File: src/rtl/dcache_ctrl_if.sv
// Bus bundle between the data-cache controller, the MEM stage, the cache SRAM and data memory.
// Signal suffixes are from the controller's point of view; master = controller, slave = environment.
interface dcache_ctrl_if;
  localparam int unsigned ADDR_W = 32;
  localparam int unsigned WORD_W = 32;
  localparam int unsigned LINE_W = 256;
  localparam int unsigned SET_W  = 4;
  localparam int unsigned TAGW_W = 25;

  logic              cpu_req_i;
  logic              cpu_we_i;
  logic [ADDR_W-1:0] cpu_addr_i;
  logic [WORD_W-1:0] cpu_data_i;
  logic [WORD_W-1:0] cpu_data_o;
  logic              cpu_stall_o;

  logic              sram_enable_o;
  logic              sram_write_o;
  logic [SET_W-1:0]  sram_addr_o;
  logic [TAGW_W-1:0] sram_tag_o;
  logic [LINE_W-1:0] sram_data_o;
  logic [TAGW_W-1:0] sram_tag_i;
  logic [LINE_W-1:0] sram_data_i;
  logic              sram_hit_i;

  logic              mem_enable_o;
  logic              mem_write_o;
  logic [ADDR_W-1:0] mem_addr_o;
  logic [LINE_W-1:0] mem_data_o;
  logic [LINE_W-1:0] mem_data_i;
  logic              mem_ack_i;

  modport master (
    input  cpu_req_i, cpu_we_i, cpu_addr_i, cpu_data_i,
    output cpu_data_o, cpu_stall_o,
    output sram_enable_o, sram_write_o, sram_addr_o, sram_tag_o, sram_data_o,
    input  sram_tag_i, sram_data_i, sram_hit_i,
    output mem_enable_o, mem_write_o, mem_addr_o, mem_data_o,
    input  mem_data_i, mem_ack_i
  );

  modport slave (
    output cpu_req_i, cpu_we_i, cpu_addr_i, cpu_data_i,
    input  cpu_data_o, cpu_stall_o,
    input  sram_enable_o, sram_write_o, sram_addr_o, sram_tag_o, sram_data_o,
    output sram_tag_i, sram_data_i, sram_hit_i,
    input  mem_enable_o, mem_write_o, mem_addr_o, mem_data_o,
    output mem_data_i, mem_ack_i
  );
endinterface

File: src/rtl/dcache_ctrl.sv
// 2-way data-cache controller: combinational hits, write-back/refill sequencing on misses.
// Optional hit/miss counters enabled by defining DCACHE_PERF_CNT_EN.
module dcache_ctrl (
  input  logic          clk_i,
  input  logic          rst_i,
  dcache_ctrl_if.master bus
`ifdef DCACHE_PERF_CNT_EN
  ,
  output logic [31:0]   hit_cnt_o,
  output logic [31:0]   miss_cnt_o
`endif
);
  localparam int unsigned TAG_W   = 23;
  localparam int unsigned IDX_W   = 4;
  localparam int unsigned SEL_W   = 3;
  localparam int unsigned WORD_W  = 32;
  localparam int unsigned LINE_W  = 256;
  localparam int unsigned TAGW_W  = 25;

  typedef enum logic [2:0] {IDLE, MISS, WRITEBACK, REFILL, UPDATE} state_e;

  state_e              state_q, state_d;
  logic [TAGW_W-1:0]   victim_tag_q;
  logic [LINE_W-1:0]   victim_data_q;
  logic [LINE_W-1:0]   refill_data_q;

  logic [TAG_W-1:0]    req_tag;
  logic [IDX_W-1:0]    req_idx;
  logic [SEL_W-1:0]    req_sel;
  logic                idle_hit_c;
  logic                idle_miss_c;
  logic                unused_addr_lsb;

  assign req_tag         = bus.cpu_addr_i[31:9];
  assign req_idx         = bus.cpu_addr_i[8:5];
  assign req_sel         = bus.cpu_addr_i[4:2];
  assign unused_addr_lsb = ^bus.cpu_addr_i[1:0];

  assign idle_hit_c  = !rst_i && (state_q == IDLE) && bus.cpu_req_i &&  bus.sram_hit_i;
  assign idle_miss_c = !rst_i && (state_q == IDLE) && bus.cpu_req_i && !bus.sram_hit_i;

  function automatic logic [LINE_W-1:0] merge_word(input logic [LINE_W-1:0] line,
                                                   input logic [SEL_W-1:0]  sel,
                                                   input logic [WORD_W-1:0] word);
    logic [LINE_W-1:0] res;
    res = line;
    res[{sel, 5'd0} +: WORD_W] = word;
    return res;
  endfunction

  // State plus victim/refill line buffers
  always_ff @(posedge clk_i) begin
    if (rst_i) begin
      state_q       <= IDLE;
      victim_tag_q  <= '0;
      victim_data_q <= '0;
      refill_data_q <= '0;
    end else begin
      state_q <= state_d;
      if (idle_miss_c) begin
        victim_tag_q  <= bus.sram_tag_i;
        victim_data_q <= bus.sram_data_i;
      end
      if ((state_q == REFILL) && bus.mem_ack_i) begin
        refill_data_q <= bus.mem_data_i;
      end
    end
  end

  // Next state and all bus outputs; everything held at zero while reset is asserted
  always_comb begin
    state_d           = state_q;
    bus.cpu_data_o    = '0;
    bus.cpu_stall_o   = 1'b0;
    bus.sram_enable_o = 1'b0;
    bus.sram_write_o  = 1'b0;
    bus.sram_addr_o   = '0;
    bus.sram_tag_o    = '0;
    bus.sram_data_o   = '0;
    bus.mem_enable_o  = 1'b0;
    bus.mem_write_o   = 1'b0;
    bus.mem_addr_o    = '0;
    bus.mem_data_o    = '0;

    if (rst_i) begin
      state_d = IDLE;
    end else begin
      unique case (state_q)
        IDLE: begin
          if (bus.cpu_req_i) begin
            bus.sram_enable_o = 1'b1;
            bus.sram_addr_o   = req_idx;
            bus.sram_tag_o    = {2'b10, req_tag};
            if (bus.sram_hit_i) begin
              if (bus.cpu_we_i) begin
                bus.sram_write_o = 1'b1;
                bus.sram_tag_o   = {2'b11, req_tag};
                bus.sram_data_o  = merge_word(bus.sram_data_i, req_sel, bus.cpu_data_i);
              end else begin
                bus.cpu_data_o = bus.sram_data_i[{req_sel, 5'd0} +: WORD_W];
              end
            end else begin
              bus.cpu_stall_o = 1'b1;
              state_d         = MISS;
            end
          end
        end
        MISS: begin
          bus.cpu_stall_o = 1'b1;
          state_d = (victim_tag_q[24] && victim_tag_q[23]) ? WRITEBACK : REFILL;
        end
        WRITEBACK: begin
          bus.cpu_stall_o  = 1'b1;
          bus.mem_enable_o = 1'b1;
          bus.mem_write_o  = 1'b1;
          bus.mem_addr_o   = {victim_tag_q[TAG_W-1:0], req_idx, 5'd0};
          bus.mem_data_o   = victim_data_q;
          if (bus.mem_ack_i) state_d = REFILL;
        end
        REFILL: begin
          bus.cpu_stall_o  = 1'b1;
          bus.mem_enable_o = 1'b1;
          bus.mem_addr_o   = {req_tag, req_idx, 5'd0};
          if (bus.mem_ack_i) state_d = UPDATE;
        end
        UPDATE: begin
          bus.cpu_stall_o   = 1'b1;
          bus.sram_enable_o = 1'b1;
          bus.sram_write_o  = 1'b1;
          bus.sram_addr_o   = req_idx;
          bus.sram_tag_o    = {1'b1, bus.cpu_we_i, req_tag};
          bus.sram_data_o   = bus.cpu_we_i ? merge_word(refill_data_q, req_sel, bus.cpu_data_i)
                                           : refill_data_q;
          state_d = IDLE;
        end
        default: state_d = IDLE;
      endcase
    end
  end

`ifdef DCACHE_PERF_CNT_EN
  logic replay_q;

  // The first IDLE cycle after UPDATE is the held request replaying, not a new hit
  always_ff @(posedge clk_i) begin
    if (rst_i) begin
      replay_q   <= 1'b0;
      hit_cnt_o  <= '0;
      miss_cnt_o <= '0;
    end else begin
      replay_q <= (state_q == UPDATE);
      if (idle_hit_c && !replay_q) hit_cnt_o  <= hit_cnt_o + 32'(1);
      if (idle_miss_c)             miss_cnt_o <= miss_cnt_o + 32'(1);
    end
  end
`endif

endmodule

File: src/flat_wrapper.sv
// flat-port wrapper written by rule: the top's interface ports become plain ports
module dcache_ctrl_flat 
  (clk_i, rst_i, bus_cpu_req_i, bus_cpu_we_i, bus_cpu_addr_i, bus_cpu_data_i, bus_cpu_data_o, bus_cpu_stall_o, bus_sram_enable_o, bus_sram_write_o, bus_sram_addr_o, bus_sram_tag_o, bus_sram_data_o, bus_sram_tag_i, bus_sram_data_i, bus_sram_hit_i, bus_mem_enable_o, bus_mem_write_o, bus_mem_addr_o, bus_mem_data_o, bus_mem_data_i, bus_mem_ack_i);
  dcache_ctrl_if bus_i ();
  input  logic clk_i;
  input  logic rst_i;
  input wire logic [$bits(bus_i.cpu_req_i)-1:0] bus_cpu_req_i;
  input wire logic [$bits(bus_i.cpu_we_i)-1:0] bus_cpu_we_i;
  input wire logic [$bits(bus_i.cpu_addr_i)-1:0] bus_cpu_addr_i;
  input wire logic [$bits(bus_i.cpu_data_i)-1:0] bus_cpu_data_i;
  output wire logic [$bits(bus_i.cpu_data_o)-1:0] bus_cpu_data_o;
  output wire logic [$bits(bus_i.cpu_stall_o)-1:0] bus_cpu_stall_o;
  output wire logic [$bits(bus_i.sram_enable_o)-1:0] bus_sram_enable_o;
  output wire logic [$bits(bus_i.sram_write_o)-1:0] bus_sram_write_o;
  output wire logic [$bits(bus_i.sram_addr_o)-1:0] bus_sram_addr_o;
  output wire logic [$bits(bus_i.sram_tag_o)-1:0] bus_sram_tag_o;
  output wire logic [$bits(bus_i.sram_data_o)-1:0] bus_sram_data_o;
  input wire logic [$bits(bus_i.sram_tag_i)-1:0] bus_sram_tag_i;
  input wire logic [$bits(bus_i.sram_data_i)-1:0] bus_sram_data_i;
  input wire logic [$bits(bus_i.sram_hit_i)-1:0] bus_sram_hit_i;
  output wire logic [$bits(bus_i.mem_enable_o)-1:0] bus_mem_enable_o;
  output wire logic [$bits(bus_i.mem_write_o)-1:0] bus_mem_write_o;
  output wire logic [$bits(bus_i.mem_addr_o)-1:0] bus_mem_addr_o;
  output wire logic [$bits(bus_i.mem_data_o)-1:0] bus_mem_data_o;
  input wire logic [$bits(bus_i.mem_data_i)-1:0] bus_mem_data_i;
  input wire logic [$bits(bus_i.mem_ack_i)-1:0] bus_mem_ack_i;
  assign bus_i.cpu_req_i = bus_cpu_req_i;
  assign bus_i.cpu_we_i = bus_cpu_we_i;
  assign bus_i.cpu_addr_i = bus_cpu_addr_i;
  assign bus_i.cpu_data_i = bus_cpu_data_i;
  assign bus_cpu_data_o = bus_i.cpu_data_o;
  assign bus_cpu_stall_o = bus_i.cpu_stall_o;
  assign bus_sram_enable_o = bus_i.sram_enable_o;
  assign bus_sram_write_o = bus_i.sram_write_o;
  assign bus_sram_addr_o = bus_i.sram_addr_o;
  assign bus_sram_tag_o = bus_i.sram_tag_o;
  assign bus_sram_data_o = bus_i.sram_data_o;
  assign bus_i.sram_tag_i = bus_sram_tag_i;
  assign bus_i.sram_data_i = bus_sram_data_i;
  assign bus_i.sram_hit_i = bus_sram_hit_i;
  assign bus_mem_enable_o = bus_i.mem_enable_o;
  assign bus_mem_write_o = bus_i.mem_write_o;
  assign bus_mem_addr_o = bus_i.mem_addr_o;
  assign bus_mem_data_o = bus_i.mem_data_o;
  assign bus_i.mem_data_i = bus_mem_data_i;
  assign bus_i.mem_ack_i = bus_mem_ack_i;
  dcache_ctrl u_core (.clk_i(clk_i), .rst_i(rst_i), .bus(bus_i));
endmodule
File: config.mk
export PLATFORM = sky130hd
export DESIGN_NAME = dcache_ctrl_flat
export DESIGN_NICKNAME = d
export VERILOG_FILES = /design/src/rtl/dcache_ctrl_if.sv /design/src/rtl/dcache_ctrl.sv /design/src/flat_wrapper.sv
export SDC_FILE = /design/constraint.sdc
export NUM_CORES = 2
export LEC_CHECK = 0
export BUFFER_PORTS_ARGS = -buffer_cell sky130_fd_sc_hd__buf_2
export CAP_MARGIN = 10
export CORE_AREA = 10 10 470 472
export DETAILED_ROUTE_END_ITERATION = 10
export DIE_AREA = 0 0 480 482
export GPL_TIMING_DRIVEN = 1
export HOLD_SLACK_MARGIN = 0.08
export PLACE_DENSITY_LB_ADDON = 0.15
export SLEW_MARGIN = 20
export SYNTH_ARGS = -nofsm -noshare
export SYNTH_HDL_FRONTEND = slang
export SYNTH_SLANG_ARGS = --single-unit
export TNS_END_PERCENT = 20
File: constraint.sdc
create_clock -name clk_i -period 3.77 [get_ports clk_i]
set_clock_uncertainty 0.1 [all_clocks]
set_input_delay 0.754 -clock clk_i [delete_from_list [all_inputs] [get_ports clk_i]]
set_output_delay 0.754 -clock clk_i [all_outputs]
set_load 0.005 [all_outputs]
==> flow_metrics.tcl <==
set metrics [dict create \
    run_status "finished, violations left" \
    violations "negative setup slack" \
    synth.top_cell.area_share_pct 32.85 \
    wirelength_mm 318.8 \
    end_kind "output pin" \
    antenna_left 0 \
    whs_ns 0.1649 \
    async_flop_share_pct 0 \
    synth_area_um2 32910 \
    nets 6384 \
    pwr_density_cell_nw_per_um2 364.3 \
    worstPathArrival_ns 2.93 \
    synth_commonest_cells "1052 x nand2_1, 540 x dfxtp_1, 303 x nor2_1" \
    grt.total_usage_pct 26.02 \
    drt_iter0_drc 4224 \
    max_freq_mhz 264.2 \
    worst-path-max-fanout 16 \
    grt_max_degree 137 \
    vias 41260 \
    drc_errors 0 \
    worst_pin_slew_ns 1.069 \
    regArea_um2 10810 \
    hold_class "in -> reg" \
    grt_pass1_wl_mm 404.5 \
    synth_edf_count 0 \
    yosysTopAreaCell "dfxtp_1" \
    grt_pass1_vias 39580 \
    routabilityCongestion 0.8837 \
    core_area_um2 211200 \
    overflow 0 \
    multi_input_area_um2 20230 \
    avgSynthCellArea_um2 7.267 \
    path_buf_inv 6 \
    rsz0062_at_grt "yes" \
    rows 169 \
    path_cells "buf_6 -> inv_2 -> ha_4 -> ha_4 -> buf_4 -> nor2b_4 -> nand4_4 -> buf_12 -> buf_4 -> mux2i_1 -> o22ai_1 -> buf_2" \
    clk_pin_slew_worst_paths_ns 0.06 \
    cts_made_buffers 79 \
    clockBufferDepth 3 \
    required_ns 2.92 \
    die_area_um2 231400 \
    fin_crit_sh_pct 100.4 \
    setup_viol 1 \
    postLayoutSetupSlackWorst_ns -0.01431 \
    cts_tree "yes" \
    clock_sinks 540 \
    syn-instance-count 4529 \
    htreeDepth 3 \
    slew_headroom_pct 28.72 \
    routedWlPerCell_um 36.62 \
    io_pins 1217 \
    ys_ff_latch 540 \
    antenna_found_initial 187 \
    synth.most_common_cell "nand2_1" \
    start_kind "primary input" \
    critical_path.slowest_cell "ha_4" \
    ys_seq_area_share_pct 32.85 \
    dp_cells 8458 \
    peakVddDrop_mv 0.3279 \
    p_leak_uw 0.01973 \
    maxCapViolCount 0 \
    slew_violations 0 \
    drive_above_1_share_pct 33.22 \
    dp_hpwl_mm 256.5 \
    synth-warning-count 0 \
    cpPeakStageDelay_ns 0.35 \
    ys_types 59 \
    yosys-top-cells-area "dfxtp_1 33%, nand2_1 12%, nand2b_1 5.4%" \
    dieWidth_um 480 \
    critPathKind "in -> out" \
    clock_latency_ns 0.70 \
    path_delay_family "buffers and inverters" \
    min_period_ns 3.784 \
    portBuffers 1209 \
    dieHeight_um 482 \
    stdcell_count 8707 \
    start_util_pct 15.58 \
    synthFlopType "dfxtp_1" \
    cts_root_buffer "clkbuf_16" \
    area_growth_pct 47.48 \
    dr.pass1.iters 6 \
    via_per_inst 4.738 \
    hold_viol 0 \
    nFillCells 24010 \
]
-- cell usage in the layout, fill, tap and decap left out, types with 64 or more instances in the layout --
cell type / instances
o21ai_0: 91
nand3_1: 220
clkbuf_16: 83
dfxtp_1: 539
nor2_1: 293
o21ai_1: 278
nand4_1: 109
nand2_1: 1050
a21oi_1: 290
a22o_1: 74
buf_2: 1172
mux4_2: 64
buf_4: 316
nand2b_1: 281
a31oi_1: 173
buf_12: 101
mux2i_1: 129
-- stage by stage --
stage / worst slack (ns) / instance area (um2) / utilization (%) / TNS [ns] / total power (uW)
floorplan: 0.009448 / 32980 / - / 0 / 7488
global placement: -0.7584 / 44590 / 21.11 / -43.56 / 9744
detailed placement: -0.7161 / 44590 / 21.11 / -43.01 / 9758
CTS: -0.04969 / 48100 / 22.77 / -0.1184 / 17890
global route: -0.06760 / 48440 / 22.93 / -0.9767 / 18260
finish: -0.01431 / 48540 / 22.98 / -0.01431 / 17680
-- routing by layer --
metal	track usage [%]	wire [um]
met1	33.75	136100
met2	40.07	138700
met3	9.063	33030
met4	8.692	10810
met5	0	172
-- worst paths after layout --
path | from | end | slack (ns) | cells after the start
worst min register to register | u_core.refill_data_q[150]$_SDFFE_PP0P_ | u_core.refill_data_q[150]$_SDFFE_PP0P_ | 0.35 | 2
worst max-delay path | bus_cpu_addr_i[2] | bus_sram_data_o[129] | -0.01 | 12
worst max register to register | u_core.state_q[2]$_SDFFE_PP0P_ | u_core.victim_data_q[80]$_SDFFE_PP0P_ | 1.29 | 8
worst min-delay path | bus_mem_data_i[74] | u_core.refill_data_q[74]$_SDFFE_PP0P_ | 0.16 | 3
-- sequential cells by signal, summed over array words and instances, names as in the netlist --
| signal | count |
|---|---|
| u_core.refill_data_q | 256 |
| u_core.victim_data_q | 256 |
| u_core.victim_tag_q | 25 |
| u_core.state_q | 3 |
-- where the power goes --
| part | switching [uW] | internal, uW | leakage [uW] | total (uW) |
|---|---|---|---|---|
| Clock | 3280 | 4630 | 0.00128 | 7920 |
| Combinational | 2490 | 1280 | 0.0141 | 3770 |
| Sequential | 72.7 | 5920 | 0.00438 | 6000 |
| Total | 5850 | 11800 | 0.0197 | 17700 |
-- kinds of logic (layout without fill, tap and decap cells) --
logic type               Yosys count  after routing  share of synthesized area (%)
flip-flops                       540            540                          32.85
buffers and inverters            506           1803                          7.136
AND/OR/NAND/NOR                 2138           2138                          30.44
adder cells (fa/ha/maj)            6              6                         0.2281
multiplexers                     193            193                          8.303
other                              1             61                        0.01139
AO/OA/AOI/OAI                   1145           1145                          21.04
-- worst min-delay path, delay by kind of cell --
kind	cells	cell delay, ns
buf+inv	1	0.10
compound gates	1	0.05
simple gates	1	0.04
-- final cells by class --
cell class | instances | area share, %
antenna | 56 | 0.2887
timing repair buffer | 1660 | 23.09
multi-input combinational | 3487 | 41.69
clock inverter | 28 | 0.7243
sequential | 540 | 22.27
clock buffer | 112 | 4.645
inverter | 3 | 0.02320
tap | 2821 | 7.272
-- timing repair --
action	4_1_cts	5_1_grt
setup endpoints to repair	252	116
endpoints found under the hold margin	34	0
pin swaps	4	5
gates resized for setup	76	74
gates cloned	6	1
buffers inserted	7	5
hold buffers	34	0
(Power assumes the default switching activity.)
